## config.mk

```make
export PLATFORM = sky130hd
export DESIGN_NAME = max_pooling_unit
export DESIGN_NICKNAME = d
export VERILOG_FILES = /design/src/rtl/max_pool_pkg.sv /design/src/rtl/max_pool_cmp.sv /design/src/rtl/max_pooling_unit.sv
export SDC_FILE = /design/constraint.sdc
export NUM_CORES = 1
export LEC_CHECK = 0
export BUFFER_PORTS_ARGS = -buffer_cell sky130_fd_sc_hd__buf_4
export CAP_MARGIN = 25
export CORE_MARGIN = 5
export CORE_UTILIZATION = 50
export DETAILED_ROUTE_END_ITERATION = 6
export PLACE_DENSITY = 0.73
export SKIP_CTS_REPAIR_TIMING = 1
export SLEW_MARGIN = 20
export SYNTH_ARGS = -nofsm -noshare
export SYNTH_HDL_FRONTEND = slang
export SYNTH_SLANG_ARGS = --single-unit
```

## constraint.sdc

```tcl
create_clock -name clk -period 4.15 [get_ports clk]
set_input_delay 0.415 -clock clk [delete_from_list [all_inputs] [get_ports clk]]
set_output_delay 0.415 -clock clk [all_outputs]
set_load 0.01 [all_outputs]
```

## src/rtl/max_pool_pkg.sv

```systemverilog
// ============================================================================
// Module      : max_pool_pkg
// Description : Shared defaults and sizing helpers for the max-pooling unit.
// Revision    : 1.0 - initial release
// ============================================================================
`default_nettype none

package max_pool_pkg;

    localparam int DEFAULT_DATA_WIDTH = 8;
    localparam int DEFAULT_KERNEL_DIM = 3;

    function automatic int win_len(input int k);
        return k * k;
    endfunction

    // A window of one pixel still needs a 1-bit counter so the logic stays uniform.
    function automatic int cnt_width(input int k);
        int w;
        w = $clog2(k * k);
        return (w < 1) ? 1 : w;
    endfunction

endpackage : max_pool_pkg

`default_nettype wire

```

## src/rtl/max_pool_cmp.sv

```systemverilog
// ============================================================================
// Module      : max_pool_cmp
// Description : Combinational two-input maximum. Signed compare when
//               MAX_POOL_SIGNED_EN is defined, unsigned otherwise.
// Revision    : 1.0 - initial release
// ============================================================================
`default_nettype none

module max_pool_cmp #(
    parameter int DATA_WIDTH = 8
) (
    input  logic [DATA_WIDTH-1:0] a,
    input  logic [DATA_WIDTH-1:0] b,
    output logic [DATA_WIDTH-1:0] y
);

`ifdef MAX_POOL_SIGNED_EN
    assign y = ($signed(a) > $signed(b)) ? a : b;
`else
    assign y = (a > b) ? a : b;
`endif

endmodule : max_pool_cmp

`default_nettype wire

```

## src/rtl/max_pooling_unit.sv

```systemverilog
// ============================================================================
// Module      : max_pooling_unit
// Description : Streaming KERNEL_DIM x KERNEL_DIM max-pool reducer, one pixel
//               per clock, no stall. MAX_POOL_SIGNED_EN selects signed pixels.
// Revision    : 1.0 - initial release
// ============================================================================
`default_nettype none

module max_pooling_unit
    import max_pool_pkg::*;
#(
    parameter int DATA_WIDTH = DEFAULT_DATA_WIDTH,
    parameter int KERNEL_DIM = DEFAULT_KERNEL_DIM
) (
    input  logic                  clk,
    input  logic                  rst,
    input  logic [DATA_WIDTH-1:0] inputPixel,
    output logic [DATA_WIDTH-1:0] outputPixel,
    output logic                  outputValid
);

    localparam int WIN = win_len(KERNEL_DIM);
    localparam int CW  = cnt_width(KERNEL_DIM);
    localparam logic [CW-1:0] LAST_IDX = CW'(WIN - 1);

    // Identity element for the running max: 0 unsigned, most-negative signed.
    function automatic logic [DATA_WIDTH-1:0] min_value();
        logic [DATA_WIDTH-1:0] v;
        v = '0;
`ifdef MAX_POOL_SIGNED_EN
        v[DATA_WIDTH-1] = 1'b1;
`endif
        return v;
    endfunction

    localparam logic [DATA_WIDTH-1:0] MIN_VAL = min_value();

    logic [CW-1:0]         count;
    logic [DATA_WIDTH-1:0] run_max;
    logic [DATA_WIDTH-1:0] cand_max;

    max_pool_cmp #(
        .DATA_WIDTH (DATA_WIDTH)
    ) u_cmp (
        .a (run_max),
        .b (inputPixel),
        .y (cand_max)
    );

    // The last pixel of a window goes straight to the output so the next
    // window can start on the following edge without a bubble.
    always_ff @(posedge clk or negedge rst) begin
        if (!rst) begin
            count       <= '0;
            run_max     <= MIN_VAL;
            outputPixel <= '0;
            outputValid <= 1'b0;
        end else if (count == LAST_IDX) begin
            count       <= '0;
            run_max     <= MIN_VAL;
            outputPixel <= cand_max;
            outputValid <= 1'b1;
        end else begin
            count       <= count + CW'(1);
            run_max     <= cand_max;
            outputValid <= 1'b0;
        end
    end

endmodule : max_pooling_unit

`default_nettype wire

```

==> impl_metrics.py, run 1 <==
metrics = {
    "route": {
        "dr_total_vias": 943,
        "drt_iter0_markers": 17,
        "viasPerCell": 6.08,
        "routed_wl_um": 2460,
        "wl_per_cell_um": 15.8,
        "ant_nets": 0,
        "drc_errors": 0,
        "first_pass_iters": 4,
    },
    "die": {
        "core_region_area_mm2": 0.00221,
        "die_w_um": 58.1,
        "die_h_um": 58.1,
        "ios": 19,
        "rows": 17,
        "dieArea_mm2": 0.00338,
        "initial_core_util_pct": 52.4,
    },
    "power_and_ir_drop": {
        "p_leak_uw": 0.000602,
        "vdd_ir_drop_max_mv": 0.351,
        "powerDensity_mw_per_mm2": 568,
    },
    "synth": {
        "synth-seq-cells": 21,
        "syn-num-nets": 128,
        "synth_cells": 108,
        "synth_area_mm2": 0.00116,
        "yosys_warnings": 0,
        "seq_area_frac_synth_pct": 45.4,
        "synth_cell_types": 24,
        "postSynthAreaPerCell_um2": 10.7,
    },
    "layout": {
        "drive_above_1_share_pct": 23.6,
        "fillers": 198,
        "postLayoutCellArea_mm2": 0.00134,
        "antennaDiodeCount": 0,
        "mostFrequentLayoutCells": "21 x dfrtp_1, 18 x buf_4, 16 x a32oi_1",
        "finalCoreUtilization_pct": 60.6,
        "final_common_cell": "dfrtp_1",
        "final_nets": 148,
        "syn_to_final_growth_pct": 15.7,
    },
    "sta": {
        "skew_ps": 3.08,
        "post-route-period-util_pct": 48.1,
        "relSlewSlack_pct": 38.5,
        "rsz0062_at_grt": "no",
        "max_clock_freq_ghz": 0.501,
        "hold_viol": 0,
        "period_needed_ps": 2000,
        "setup_viol": 0,
        "tightestPinTransition_ps": 922,
        "fin_hold_ws_ps": 436,
        "slew_violations": 0,
        "tns_ps": 0,
    },
    "global_route": {
        "grt_pass1_vias": 941,
        "grt_max_degree": 28,
        "grt_pass1_wl_um": 4340,
        "antenna_found_initial": 0,
        "gr-usage-all-layers_pct": 16.3,
        "overflow": 0,
    },
    "clock_network": {
        "clock-root-buffer": "clkbuf_4",
        "clk_latency_ps": 300,
        "numCtsBuffers": 3,
        "cts_max_level": 1,
        "clk_pin_slew_worst_paths_ps": 110,
        "cts_buffer_depth": 2,
        "tritoncts": "yes",
        "clock-sinks": 21,
    },
    "placement": {
        "place_congestion": 0.856,
        "placedInstanceArea_mm2": 0.00130,
        "dpl.hpwl_um": 1910,
        "port_buffers": 18,
    },
    "job": {
        "cap_violations": 0,
    },
    "setup_path": {
        "crit_arrival_ps": 2140,
        "required_ps": 4300,
        "critical_path.startpoint_type": "flop",
        "cp_cell_sequence": "ha_1 > a21oi_1 > o21a_1 > nor2_8 > a32oi_1 > a31oi_1",
        "critical_path_class": "reg2reg",
        "cp_top_family": "compound AO/OA/AOI/OAI gates",
        "worst_setup_path_end_kind": "flop",
        "crit_slowest_cell": "dfrtp_1",
        "cp_max_fo": 9,
        "worst-path-buf-inv": 0,
        "critPathMaxStageDelay_ps": 420,
    },
    "outcome": {
        "outcome": "finished clean",
    },
    "hold_path": {
        "hp-class": "in2reg",
    },
}
==> tightest hold or removal path, stage by stage <==
cell and delay, ps:
buf_4 90, a32oi_1 70, a21oi_1 130
==> synthesized netlist by cell type <==
master	number	share of area (%)
nand2_1	2	0.65
nand2b_4	1	1.2
nor2_1	10	3.2
a31oi_1	8	4.3
nand3_1	2	0.86
clkbuf_2	1	0.43
nand4_2	1	1.1
nor2_8	1	1.7
a21o_2	1	0.76
o21a_1	1	0.65
o21ai_0	1	0.43
ha_1	10	11
inv_1	11	3.6
buf_6	1	0.97
a21oi_1	11	4.8
a32oi_1	16	12
o211ai_2	1	1.1
nor2_4	1	0.97
nor2b_1	2	1.1
buf_2	2	0.86
nor2_2	1	0.54
dfrtp_1	21	45
xnor2_1	1	0.76
nand4_4	1	1.8
==> cell type report <==
cell class | count | area [um2] | share of cell area (%)
Tap cell | 28 | 35.0 | 2.61
Multi-Input combinational cell | 72 | 566 | 42.2
Timing Repair Buffer | 19 | 145 | 10.8
Clock buffer | 3 | 22.5 | 1.68
Inverter | 11 | 41.3 | 3.08
Sequential cell | 21 | 526 | 39.2
Clock inverter | 1 | 5.00 | 0.373
==> layer usage <==
metal,GRT usage (%),wire (um)
met3,5.12,159
met5,0,0
met4,4.97,35
met2,28.1,1220
met1,19.4,1040
==> worst paths after layout <==
path,startpoint,end,slack (ps),cells past startpoint
max,run_max[7]$_DFF_PN0_,outputPixel[1]$_DFFE_PN0P_,2150,6
min,inputPixel[2],run_max[2]$_DFF_PN0_,440,3
max reg2reg,run_max[7]$_DFF_PN0_,outputPixel[1]$_DFFE_PN0P_,2150,6
min reg2reg,count[0]$_DFF_PN0_,count[0]$_DFF_PN0_,500,1
max in group asynchronous,rst,outputPixel[3]$_DFFE_PN0P_,3430,2
min in group asynchronous,rst,run_max[3]$_DFF_PN0_,520,2
==> power by group <==
part / internal, uW / switching, uW
clock network: 36.0 / 61.4
logic: 153 / 189
registers: 272 / 50.2
==> per-stage QoR <==
stage,std cells,total power [uW],setup slack (ps)
after floorplan,108,549,2510
after global placement,150,653,2120
after detailed placement,150,669,2020
after CTS,154,764,2170
after global routing,155,818,2070
final,155,762,2150
==> cells by family (layout without fill, tap and decap cells) <==
group / Yosys count / count (layout) / share of synthesized area [%]
AOI/OAI and AO/OA: 39 / 39 / 24.1
and+or+nand+nor: 22 / 22 / 13.2
DFF: 21 / 21 / 45.4
buffers and inverters: 15 / 34 / 5.83
adders and majority gates: 10 / 10 / 10.8
xor gates and xnor gates: 1 / 1 / 0.756
==> state kept, by name, indices dropped and copies added (netlist names) <==
name and cells:
count 4, outputPixel 8, outputValid 1, run_max 8
Note: power is estimated with default switching activity, not from simulation.
==> run 2: changes to the inputs <==
Settings changed: ABC_AREA set to 1, CORE_UTILIZATION 50 to 49, PLACE_DENSITY 0.73 to 0.75.
Clock period 4.15 ns to 1.69 ns, I/O delays scaled along.
==> run 2 against run 1 <==
Effect of this change:
- sequential share of layout area is 3.7 points lower
- clock power up 140%
- register-to-register slack got worse by 2100 ps
- clock-buffer cell count rose by 1
- setup slack lost 2100 ps
==> impl_metrics.py, run 2 <==
metrics = {
    "sta": {
        "setup_slack_ps": 75.1,
        "setup_viol": 0,
        "fin_hold_ws_ps": 207,
        "period_needed_ps": 1610,
        "relSlewSlack_pct": 80.6,
        "skew_ps": 2.90,
        "tightestPinTransition_ps": 290,
        "max_clock_freq_ghz": 0.619,
        "slew_violations": 0,
        "hold_viol": 0,
        "post-route-period-util_pct": 95.6,
    },
    "setup_path": {
        "worst-path-buf-inv": 3,
        "critPathMaxStageDelay_ps": 400,
        "cp_top_family": "simple AND/OR/NAND/NOR gates",
        "critical_path_class": "reg2reg",
        "crit_slowest_cell": "dfrtp_1",
        "required_ps": 1890,
        "cp_cell_sequence": "ha_1 > nand2_1 > inv_2 > buf_4 > buf_4 > nand4_2 > nand3_1 > nand3_1 > nand2_1",
        "worst_setup_path_end_kind": "flop",
        "crit_arrival_ps": 1810,
        "cp_max_fo": 4,
        "critical_path.startpoint_type": "flop",
    },
    "clock_network": {
        "clock-root-buffer": "clkbuf_4",
        "cts_buffer_depth": 2,
        "clock-sinks": 21,
        "numCtsBuffers": 3,
        "tritoncts": "yes",
        "cts_max_level": 1,
        "clk_pin_slew_worst_paths_ps": 110,
        "clk_latency_ps": 290,
    },
    "hold_path": {
        "hp-class": "in2reg",
    },
    "layout": {
        "final_nets": 189,
        "biggestRegsByFlops": "outputPixel: 8 flops, run_max: 8 flops, count: 4 flops",
        "finalCoreUtilization_pct": 66.3,
        "final_common_cell": "nand2_1",
        "syn_to_final_growth_pct": 27.9,
        "instances_no_fill": 196,
        "mostFrequentLayoutCells": "30 x nand2_1, 27 x buf_4, 21 x inv_1, 21 x dfrtp_1, 17 x nand3_1",
        "drive_above_1_share_pct": 31.5,
        "antennaDiodeCount": 0,
    },
    "route": {
        "dr_total_vias": 1000,
        "viasPerCell": 5.10,
        "routed_wl_um": 2540,
        "first_pass_iters": 4,
        "drc_errors": 0,
        "wl_per_cell_um": 13.0,
        "ant_nets": 0,
        "met3_length_um": 120,
        "top_layer": "met4",
        "drt_iter0_markers": 41,
        "wl_met1_um": 1090,
        "wl_met2_um": 1330,
    },
    "power_and_ir_drop": {
        "p_seq_share_pct": 37.0,
        "internal-power_uw": 1250,
        "vdd_ir_drop_max_mv": 1.00,
        "powerDensity_mw_per_mm2": 1400,
        "power.switching_uw": 833,
        "clockPowerShare_pct": 11.2,
        "comb_power_share_pct": 51.8,
        "p_leak_uw": 0.000808,
        "swShare_pct": 40.1,
    },
    "global_route": {
        "overflow": 0,
        "grt_pass1_wl_um": 4100,
        "gr-usage-all-layers_pct": 15.4,
        "grt_max_degree": 22,
        "grt_pass1_vias": 952,
        "antenna_found_initial": 0,
    },
    "synth": {
        "synth-seq-cells": 21,
        "synth_ff_type": "dfrtp_1",
        "seq_area_frac_synth_pct": 45.4,
        "synth-edff-count": 0,
        "synthMostInstantiatedCell": "nand2_1",
        "synth_area_mm2": 0.00116,
        "synth_top_area_share_pct": 45.4,
        "syn-num-nets": 156,
        "synth_cell_types": 18,
        "postSynthAreaPerCell_um2": 8.52,
        "synth_cells": 136,
        "yosysTopAreaCell": "dfrtp_1",
        "synth_area_leaders": "dfrtp_1 45%, ha_1 11%, nand2_1 10%, nand3_1 7.3%, inv_1 7.1%",
        "yosys_warnings": 0,
        "synthTopCellsByCount": "31 x nand2_1, 22 x inv_1, 21 x dfrtp_1, 17 x nand3_1, 13 x nor2_1",
        "synth-async-reset-ratio_pct": 100,
    },
    "die": {
        "rows": 17,
        "core_region_area_mm2": 0.00223,
        "ios": 19,
        "die_h_um": 58.6,
        "die_w_um": 58.6,
        "dieArea_mm2": 0.00344,
        "initial_core_util_pct": 51.9,
    },
    "placement": {
        "port_buffers": 18,
        "placed_cells": 183,
        "place_congestion": 0.834,
        "dpl.hpwl_um": 1760,
        "place_ws_ps": 65.3,
    },
    "job": {
        "cap_violations": 0,
    },
    "outcome": {
        "outcome": "finished clean",
    },
}
==> run 2: cell types whose count changed in the layout (fill, tap and decap cells not counted), sizes merged, moves of 2 or more <==
cell   previous run  this run
inv              11        22
a21oi            11         2
nand2             2        44
buf              18        27
nand3             2        17
nor2             13        15
nor2b             2         0
a31oi             8         0
a32oi            16         0
==> run 2: final timing paths <==
check | slack [ps] | end | from | cells after the start
worst min register to register | 490 | count[0]$_DFF_PN0_ | count[0]$_DFF_PN0_ | 1
min in group asynchronous | 280 | outputValid$_DFF_PN0_ | rst | 2
worst max-delay path | 80 | outputPixel[3]$_DFFE_PN0P_ | run_max[3]$_DFF_PN0_ | 9
max in group asynchronous | 1200 | run_max[7]$_DFF_PN0_ | rst | 2
worst min-delay path | 210 | outputPixel[0]$_DFFE_PN0P_ | inputPixel[0] | 5
worst max register to register | 80 | outputPixel[3]$_DFFE_PN0P_ | run_max[3]$_DFF_PN0_ | 9
==> run 2: cell type report <==
cell class                      count  area [um2]
Tap cell                           28        35.0
Sequential cell                    21         526
Multi-Input combinational cell     93         599
Fill cell                         183         752
Timing Repair Buffer               28         213
Clock buffer                        4        26.3
Inverter                           22        82.6
==> run 2: power groups by stage <==
stage | clock network (uW) | logic (uW) | registers (uW)
after floorplan | 0 | 559 | 801
final | 233 | 1080 | 770
after global placement | 0 | 859 | 764
after global routing | 267 | 1200 | 799
after CTS | 247 | 898 | 766
after detailed placement | 0 | 892 | 774
==> run 2: kinds of logic after synthesis <==
| group | Yosys count | synth area share [%] |
|---|---|---|
| AO/OA/AOI/OAI | 3 | 1.51 |
| XOR/XNOR | 2 | 1.51 |
| adder cells (fa/ha/maj) | 10 | 10.8 |
| buffers and inverters | 24 | 7.77 |
| flip-flops | 21 | 45.4 |
| AND/OR/NAND/NOR | 76 | 33.0 |
==> run 2: metal layers <==
metal  track usage [%]  up-vias
li1                  -      489
met1              19.9      482
met2              26.2       27
met3              2.63        2
met4              4.85        0
met5                 0        -
==> run 2: worst min-delay path: cells and delay by family <==
kind          cells  cell delay [ps]
buf+inv           2              130
simple gates      3              180
==> run 2: per-stage QoR <==
step / setup TNS [ps] / power, uW / instance area (um2)
final: 0 / 2080 / 1480
after global routing: -6.26 / 2260 / 1480
after CTS: 0 / 1910 / 1370
after detailed placement: 0 / 1670 / 1340
after global placement: 0 / 1620 / 1340
after floorplan: 0 / 1360 / 1160
